## config.mk

```make
export PLATFORM = sky130hd
export DESIGN_NAME = regfile_multi
export DESIGN_NICKNAME = d
export VERILOG_FILES = /design/src/rtl/regfile_multi.sv
export SDC_FILE = /design/constraint.sdc
export NUM_CORES = 1
export LEC_CHECK = 0
export ABC_CLOCK_PERIOD_IN_PS = 2900
export BUFFER_PORTS_ARGS = -buffer_cell sky130_fd_sc_hd__buf_2
export CORE_MARGIN = 2
export CORE_UTILIZATION = 34
export CTS_CLUSTER_SIZE = 16
export DETAILED_ROUTE_END_ITERATION = 16
export GPL_TIMING_DRIVEN = 0
export SLEW_MARGIN = 20
export SYNTH_ARGS = -nofsm -noshare
export SYNTH_HDL_FRONTEND = slang
export SYNTH_SLANG_ARGS = --single-unit
export TNS_END_PERCENT = 10
```

## constraint.sdc

```tcl
create_clock -name clk -period 2.9 [get_ports clk]
set_clock_uncertainty 0.1 [all_clocks]
set_input_delay 0.58 -clock clk [delete_from_list [all_inputs] [get_ports clk]]
set_output_delay 0.58 -clock clk [all_outputs]
set_load 0.03 [all_outputs]
```

## src/rtl/regfile_multi.sv

```systemverilog
// regfile_multi: parametrised register file with two registered read ports
// (src, dst), one write port, a gated transfer port (out), and dedicated
// PC / SP registers that are incremented or decremented in place.
//
// Optional build macro REGFILE_BYPASS_EN: when defined, src/dst/out capture
// the value a register takes at this edge (write data, PC+1, SP+/-1) instead
// of its current contents. When undefined, reads return the old value and
// no forwarding path is built.
module regfile_multi #(
  parameter int              WIDTH    = 16,
  parameter int              DEPTH    = 8,
  parameter int              PC_IDX   = 0,
  parameter int              SP_IDX   = 1,
  parameter logic [WIDTH-1:0] SP_RESET = {WIDTH{1'b1}},
  localparam int             AW       = $clog2(DEPTH)
) (
  input  logic             clk,
  input  logic             rst,
  input  logic [AW-1:0]    src_sel,
  input  logic [AW-1:0]    dst_sel,
  input  logic             wr_en,
  input  logic [AW-1:0]    wr_sel,
  input  logic [WIDTH-1:0] wr_data,
  input  logic             pc_inc,
  input  logic             sp_inc,
  input  logic             sp_dec,
  input  logic             out_en,
  output logic [WIDTH-1:0] src,
  output logic [WIDTH-1:0] dst,
  output logic [WIDTH-1:0] out,
  output logic             out_valid,
  output logic [WIDTH-1:0] pc,
  output logic [WIDTH-1:0] sp
);

  logic [WIDTH-1:0] regs     [DEPTH];
  logic [WIDTH-1:0] regs_nxt [DEPTH];
  logic             wr_pc;
  logic             wr_sp;

  // Modulo-2^WIDTH step helpers: all-ones + 1 wraps to 0, 0 - 1 wraps to all-ones.
  function automatic logic [WIDTH-1:0] wrap_inc(input logic [WIDTH-1:0] v);
    return v + WIDTH'(1);
  endfunction

  function automatic logic [WIDTH-1:0] wrap_dec(input logic [WIDTH-1:0] v);
    return v - WIDTH'(1);
  endfunction

  assign wr_pc = wr_en && (wr_sel == AW'(PC_IDX));
  assign wr_sp = wr_en && (wr_sel == AW'(SP_IDX));

  // Next-state of every register: an explicit write wins over PC/SP stepping;
  // simultaneous SP inc and dec cancel out.
  always_comb begin
    for (int i = 0; i < DEPTH; i++) begin
      regs_nxt[i] = regs[i];
      if (wr_en && (wr_sel == AW'(i))) begin
        regs_nxt[i] = wr_data;
      end
    end
    if (!wr_pc && pc_inc) begin
      regs_nxt[PC_IDX] = wrap_inc(regs[PC_IDX]);
    end
    if (!wr_sp && (sp_inc != sp_dec)) begin
      regs_nxt[SP_IDX] = sp_inc ? wrap_inc(regs[SP_IDX]) : wrap_dec(regs[SP_IDX]);
    end
  end

  // Register array: reset clears all but SP, otherwise commit next-state.
  always_ff @(posedge clk) begin
    if (rst) begin
      for (int i = 0; i < DEPTH; i++) begin
        regs[i] <= (i == SP_IDX) ? SP_RESET : '0;
      end
    end else begin
      for (int i = 0; i < DEPTH; i++) begin
        regs[i] <= regs_nxt[i];
      end
    end
  end

  // Registered read and transfer ports; out holds its value when not enabled.
  always_ff @(posedge clk) begin
    if (rst) begin
      src       <= '0;
      dst       <= '0;
      out       <= '0;
      out_valid <= 1'b0;
    end else begin
`ifdef REGFILE_BYPASS_EN
      src <= regs_nxt[src_sel];
      dst <= regs_nxt[dst_sel];
      if (out_en) begin
        out <= regs_nxt[src_sel];
      end
`else
      src <= regs[src_sel];
      dst <= regs[dst_sel];
      if (out_en) begin
        out <= regs[src_sel];
      end
`endif
      out_valid <= out_en;
    end
  end

  assign pc = regs[PC_IDX];
  assign sp = regs[SP_IDX];

endmodule

```

==> results by group, run 1 <==
Run status
  – Status: complete, no violations

Synth
  – Synthesized cell area: 0.00886 mm2
  – Largest cells by area after synthesis: edfxtp_1 (33%), dfxtp_1 (18%), mux4_2 (16%)
  – Distinct cells, synth: 50
  – Cells after synthesis: 737
  – Area share of the largest cell type after synthesis: 0.325
  – Number of synthesized register bits: 177
  – Cell taking the most area after synthesis: edfxtp_1
  – Sequential share of the synthesized area: 0.508
  – Yosys warns: 0
  – Mapped Avg Cell Area: 12.0 um2
  – Share of synthesized registers carrying an async set or reset: 0
  – Post-synth EDFFs: 96
  – Ys flop type: edfxtp_1
  – Syn Nets: 785

Drt
  – Final wirelength: 25400 um
  – Drt drc: 0
  – Routed vias/inst: 5.33
  – Met2 WL post-DR: 12100 um
  – WL/cell: 20.9 um
  – Met3 WL: 1620 um
  – DRT Pass-1 Iters: 5
  – DR iter-0 viols: 557
  – DRT antenna net count: 0
  – Top Metal Used: met4
  – Metal-1 WL: 11300 um
  – Vias: 6464

Worst setup path
  – Worst reg2reg path depth: 7
  – CP Launch Type: input port
  – CP cell instances: buf_2, clkinvlp_4, ha_1, a211oi_1, o21bai_1, o21ai_0, o221ai_1, a311oi_1, nor3_1
  – Critical Path AT: 2.92 ns
  – CP max stage cell: a211oi_1
  – Critical path endpoint category: flop
  – CP max stage delay: 0.41 ns
  – CP max FO: 9
  – Worst Path Buf+Inv: 2
  – Crit Path Category: input port to flop
  – Critical path's top delay family: compound AO/OA/AOI/OAI gates
  – Worst Path Required: 3.13 ns
  – Number of cells on the critical path: 9

Timing
  – Relative slew margins: 0.284
  – Setup ws final: 0.209 ns
  – Final period utilization: 0.928
  – Final Hold Slack: 0.308 ns
  – Hold Vio Cnt, Final: 0
  – Achievable Freq: 372 MHz
  – Worst Tran Pin Value: 1.07 ns
  – Setup Viol. Count Final: 0
  – Final min period: 2.69 ns
  – RSZ-0062 raised after global routing: false
  – Final Max Slew Viols: 0

Placed design
  – Placed insts: 1176
  – Post-placement cell area: 0.00980 mm2
  – Hpwl dp: 19000 um
  – Pre-CTS setup slack: -0.319 ns
  – Port-buffer cells: 104
  – Final Wtd Congestion: 0.885

Floorplanning
  – Die area: 0.0274 mm2
  – I/O Pins: 113
  – Overall die width: 165 um
  – Cell Rows: 59
  – Height of the die: 165 um
  – Initial core utilization: 0.343
  – Core box area: 0.0258 mm2

Clock network
  – Clock buffer depth: 2
  – Clock Latency Late Sink: 0.44 ns
  – TritonCTS Buffers: 17
  – CTS root buffer: clkbuf_16
  – Worst-path clk slew: 0.08 ns
  – CTS tree: built
  – Htree depth: 4
  – Num Clock Sinks: 177

Global route
  – Initial antenna violation count: 0
  – Vias in the first global route: 6083
  – Grt total ovfl: 0
  – Tot GR Track Use: 0.189
  – Pin count of the biggest net entering global routing: 20
  – First-pass GRT wire length: 37300 um

Flow run
  – Max cap viols: 0

Finish
  – Final Net Count: 913
  – N_diodes: 0
  – Layout cell share with drive strength beyond 1: 0.262
  – Finished Layout Cells: 1213
  – Cell area after layout: 0.0104 mm2
  – P&R area growth vs syn: 17.8%

Pwr
  – Power Density: 653 mW/mm2
  – Lkg Pwr: 0.00406 uW
  – Worst vdd ir: 0.340 mV

Worst hold path
  – Worst min path class: input port to flop
  – Min-Delay Path Depth: 2
## cell usage in the layout, fill, tap and decap left out, types with 19 or more instances in the layout
| cell | Yosys | layout |
|---|---|---|
| mux2i_1 | 36 | 36 |
| dfxtp_1 | 81 | 81 |
| buf_2 | 16 | 120 |
| a211oi_1 | 40 | 40 |
| nor2_1 | 145 | 145 |
| clkbuf_1 | 32 | 32 |
| edfxtp_1 | 96 | 96 |
| mux4_2 | 64 | 64 |
| nand2b_1 | 25 | 25 |
| inv_1 | 25 | 24 |
| nand2_1 | 19 | 19 |
## power by group
part | internal, uW | switching (uW)
Sequential | 2870 | 167
Clock | 1160 | 1120
Combinational | 578 | 928
## flip-flops by register name, summed over array words and instances, names as in the netlist
register,cells
dst,16
out_valid,1
src,16
out,16
regs,128
## cell usage after synthesis (8+ instances only)
cell type  number
a211oi_1       40
o21ai_0        16
nor3_1         10
buf_2          16
mux2i_1        36
nor2_1        145
nand3_1         8
edfxtp_1       96
mux4_2         64
dfxtp_1        81
ha_1           15
xor2_1         15
clkbuf_1       32
nand2b_1       25
xnor2_1        10
nand2_1        19
inv_1          25
a21oi_1        18
## cell families after synthesis
| kind of cell | share of synthesized area |
|---|---|
| AOI/OAI and AO/OA | 0.0836 |
| DFF | 0.508 |
| xor gates and xnor gates | 0.0247 |
| buffers and inverters | 0.0387 |
| muxes | 0.203 |
| adders and majority gates | 0.0234 |
| and+or+nand+nor | 0.118 |
## layer usage
metal  up-vias  track usage
met5         -            0
met4         0       0.0533
met3        23       0.0452
met2       216        0.303
met1      3218        0.257
li1       3007            -
## stage by stage
stage                util  power [uW]  setup TNS (ns)
finish              0.404        6820               0
detailed placement  0.379        4590          -0.757
global placement    0.379        4570          -0.722
floorplan               -        4110               0
CTS                 0.402        6840               0
global route        0.404        7120               0
## final cells by class
class	count	area, um2
tap	335	419
buffer	53	249
multi-input combinational	482	4020
clock buffer	17	425
timing repair buffer	109	558
fill	2514	15400
sequential	177	4500
inverter	25	97.6
clock inverter	15	165
## worst paths after layout
kind	start	end	slack, ns
hold / removal	wr_data[0]	regs[1][0]$_SDFFE_PP1P_	0.31
setup / recovery	sp_inc	regs[1][13]$_SDFFE_PP1P_	0.21
hold reg to reg	out[0]$_SDFFE_PP0P_	out[0]$_SDFFE_PP0P_	0.38
setup reg to reg	regs[1][1]$_SDFFE_PP1P_	regs[1][13]$_SDFFE_PP1P_	0.34
## repair_timing
item,CTS,global route
setup endpoints to repair,0,1
resized for setup,0,2
buffers inserted,0,5
hold buffers,0,0
No activity file was read; power rests on OpenSTA's default activity.
==> run 2: changes to the inputs <==
--- a/config.mk
+++ b/config.mk
@@ -5,8 +5,10 @@
 export SDC_FILE = /design/constraint.sdc
 export NUM_CORES = 1
 export LEC_CHECK = 0
+export ABC_AREA = 1
 export ABC_CLOCK_PERIOD_IN_PS = 2900
 export BUFFER_PORTS_ARGS = -buffer_cell sky130_fd_sc_hd__buf_2
+export CORE_ASPECT_RATIO = 1.75
 export CORE_MARGIN = 2
 export CORE_UTILIZATION = 34
 export CTS_CLUSTER_SIZE = 16
==> results by group, run 2 <==
Pwr
  – Worst vdd ir: 0.407 mV (+20%)
  – Power Density: 604 mW/mm2 (-7.6%)
  – Clk pwr share: 0.340 (+0.006)
  – Share of power burned in registers: 0.441 (-0.005)
  – Sw Share: 0.335 (+0.0105)
  – Comb power frac: 0.219 (-0.002)
  – Internal: 4480 uW (-2.9%)
  – Lkg Pwr: 0.00474 uW (+17%)
  – Switching Power: 2250 uW (+1.8%)

Clock network
  – Num Clock Sinks: 177 (unchanged)
  – TritonCTS Buffers: 17 (unchanged)
  – Clock buffer depth: 2 (unchanged)
  – Htree depth: 4 (unchanged)
  – Worst-path clk slew: 0.07 ns (about the same)
  – CTS root buffer: clkbuf_16
  – CTS tree: built
  – Post-CTS Setup Inserts: 0 (unchanged)
  – Clock Latency Late Sink: 0.45 ns (about the same)

Worst setup path
  – CP most frequent cell: clkbuf_1
  – CP max stage cell: clkbuf_1
  – R2r endpoint: regs[1][15]$_SDFFE_PP1P_
  – Reg2reg start: regs[1][10]$_SDFFE_PP1P_
  – Reg-to-reg setup timing slack: 0.75 ns (+0.41 ns)
  – Worst reg2reg path depth: 11 (+4)
  – Critical path endpoint category: flop
  – CP max FO: 16 (+7)
  – CP max stage delay: 0.64 ns (+0.23 ns)
  – Worst Path Required: 2.86 ns (-0.27 ns)
  – CP cell instances: clkbuf_1, inv_1, buf_2, clkbuf_1, nand2_2
  – Crit Path Category: input port to flop
  – Critical Path AT: 2.53 ns (-0.39 ns)
  – CP Launch Type: input port

Timing
  – Setup Viol. Count Final: 0 (unchanged)
  – Relative slew margins: 0.427 (+0.143)
  – Final period utilization: 0.886 (-0.0423)
  – RSZ-0062 raised after global routing: false
  – Final min period: 2.57 ns (-0.123 ns)
  – Achievable Freq: 389 MHz (+4.8%)
  – Setup ws final: 0.331 ns (+0.123 ns)
  – Final Max Slew Viols: 0 (unchanged)
  – Post-route setup TNS: 0 ns (unchanged)
  – Hold Vio Cnt, Final: 0 (unchanged)
  – Worst Tran Pin Value: 0.859 ns (-0.207 ns)

Finish
  – Most common cell after layout, fill and taps aside: o21ai_0
  – N_diodes: 0 (unchanged)
  – Largest register FFs: 128 (unchanged)
  – Biggest register: regs
  – Fillers: 2814 (+12%)
  – Area of the multi-input gates: 0.00417 mm2 (+3.8%)
  – Final Core Density: 0.408 (+0.00367)
  – Final Net Count: 1399 (+53%)
  – Most frequent cells in the layout: o21ai_0 (217), nor2_1 (201), nand2_1 (144), inv_1 (124), buf_2 (124)
  – P&R area growth vs syn: 17.6%
  – Cell area after layout: 0.0111 mm2 (+6.7%)
  – Layout cell share with drive strength beyond 1: 0.141 (-0.120)
  – Register area: 0.00450 mm2 (unchanged)

Drt
  – Drt drc: 0 (unchanged)
  – WL/cell: 20.7 um (-1.0%)
  – DRT antenna net count: 0 (unchanged)
  – Vias: 9352 (+45%)
  – Final wirelength: 35900 um (+41%)
  – DR iter-0 viols: 811 (+46%)
  – DRT Pass-1 Iters: 5 (unchanged)
  – Routed vias/inst: 5.40 (+1.3%)

Synth
  – Share of synthesized registers carrying an async set or reset: 0 (unchanged)
  – Sequential share of the synthesized area: 0.475 (-0.0329)
  – Cells after synthesis: 1218 (+65%)
  – Post-synth EDFFs: 96 (unchanged)
  – Number of synthesized register bits: 177 (unchanged)
  – Mapped Avg Cell Area: 7.78 um2 (-35%)
  – Synthesized cell area: 0.00948 mm2 (+6.9%)
  – Syn Nets: 1266 (+61%)
  – Largest cells by area after synthesis: edfxtp_1 (30%), dfxtp_1 (17%), o21ai_0 (12%)
  – Cell taking the most area after synthesis: edfxtp_1
  – Most numerous cell in the Yosys netlist: o21ai_0
  – Area share of the largest cell type after synthesis: 0.304 (-0.0210)
  – Ys flop type: edfxtp_1
  – Yosys warns: 0 (unchanged)
  – Post-synth top cells: o21ai_0 (222), nor2_1 (201), nand2_1 (145), inv_1 (124), a21oi_1 (101)
  – Distinct cells, synth: 39 (-22%)

Worst hold path
  – Hold EP: regs[1][1]$_SDFFE_PP1P_
  – Worst hold start: wr_data[1]
  – Min-Delay Path Depth: 3 (+1)
  – Worst min path class: input port to flop

Global route
  – Met1 Usage GRT: 0.250 (-0.00675)
  – Pin count of the biggest net entering global routing: 18 (-10%)
  – Initial antenna violation count: 0 (unchanged)
  – Grt total ovfl: 0 (unchanged)
  – Tot GR Track Use: 0.249 (+0.0594)
  – First-pass GRT wire length: 52800 um (+41%)
  – Met2 global-route usage: 0.447 (+0.144)
  – Vias in the first global route: 9139 (+50%)
  – Met3 usage in global routing: 0.0442 (-0.000961)
  – Most Crowded Layer GR: met2

Placed design
  – Pre-CTS setup slack: -0.443 ns (-0.124 ns)
  – Final Wtd Congestion: 0.962 (+8.6%)
  – Post-placement cell area: 0.0106 mm2 (+7.8%)
  – Port-buffer cells: 109 (+4.8%)
  – Hpwl dp: 28000 um (+47%)

Floorplanning
  – Initial core utilization: 0.347 (+0.00374)
  – Cell Rows: 80 (+36%)
  – I/O Pins: 113 (unchanged)
  – Overall die width: 130 um (-21%)
  – Die area: 0.0293 mm2 (+6.9%)
  – Core box area: 0.0273 mm2 (+5.8%)
  – Height of the die: 225 um (+36%)

Run status
  – Status: complete, no violations

Flow run
  – Max cap viols: 0 (unchanged)
-- run 2: layer usage --
metal	vias to the layer above	share of wire	wire length (um)
li1	4400	-	-
met1	4311	0.34	12200
met2	492	0.52	18500
met3	149	0.071	2540
met4	0	0.072	2560
met5	-	0	0
-- run 2: worst max-delay path, delay by kind of cell --
kind / cells / cell delay [ns]
buffers and inverters: 4 / 1.42
AND/OR/NAND/NOR: 1 / 0.53
-- run 2: final cells by class --
class | instances | share of cell area
flip-flops and latches | 177 | 0.404
multi-input cells | 841 | 0.375
repair buffers | 114 | 0.0547
inverters | 131 | 0.0448
well taps | 369 | 0.0414
clock buffers | 17 | 0.0382
plain buffers | 69 | 0.0290
clock inverters | 15 | 0.0131
-- run 2: cells by family after synthesis --
family	share of synthesized area
flops	0.475
xor+xnor	0.0100
simple gates	0.184
fa+ha+maj	0.0219
buf+inv	0.0867
compound gates	0.222
-- run 2: timing repair --
action | in CTS | in global routing
endpoints found under the hold margin | 0 | 0
hold buffers | 0 | 0
endpoints found under the setup margin | 0 | 16
resized for setup | 0 | 1
-- run 2: power by group through the flow --
stage	Clock, uW	Combinational, uW	Sequential, uW
after floorplan	0	765	3190
after global placement	0	1420	3020
after detailed placement	0	1450	3020
after CTS	2300	1460	2960
after global routing	2390	1610	2990
final	2290	1470	2970
-- run 2: per-stage QoR --
stage,total power [uW],hold slack (ns),std cells
final,6730,0.271,1733
after global routing,6990,0.296,1733
after CTS,6720,0.267,1733
after floorplan,3950,0.457,1218
after detailed placement,4470,0.411,1701
after global placement,4450,0.407,1696
-- run 2: worst max path at each step --
stage	from	end	slack (ns)	cells past startpoint
global route	sp_inc	regs[1][15]$_SDFFE_PP1P_	0.26	13
CTS	rst	regs[4][1]$_SDFFCE_PN0P_	0.04	5
floorplan	wr_sel[2]	regs[2][0]$_SDFFCE_PN0P_	0.42	3
global placement	rst	regs[5][8]$_SDFFCE_PN0P_	-0.97	5
detailed placement	rst	regs[4][8]$_SDFFCE_PN0P_	-0.44	5
finish	rst	regs[4][10]$_SDFFCE_PN0P_	0.33	5
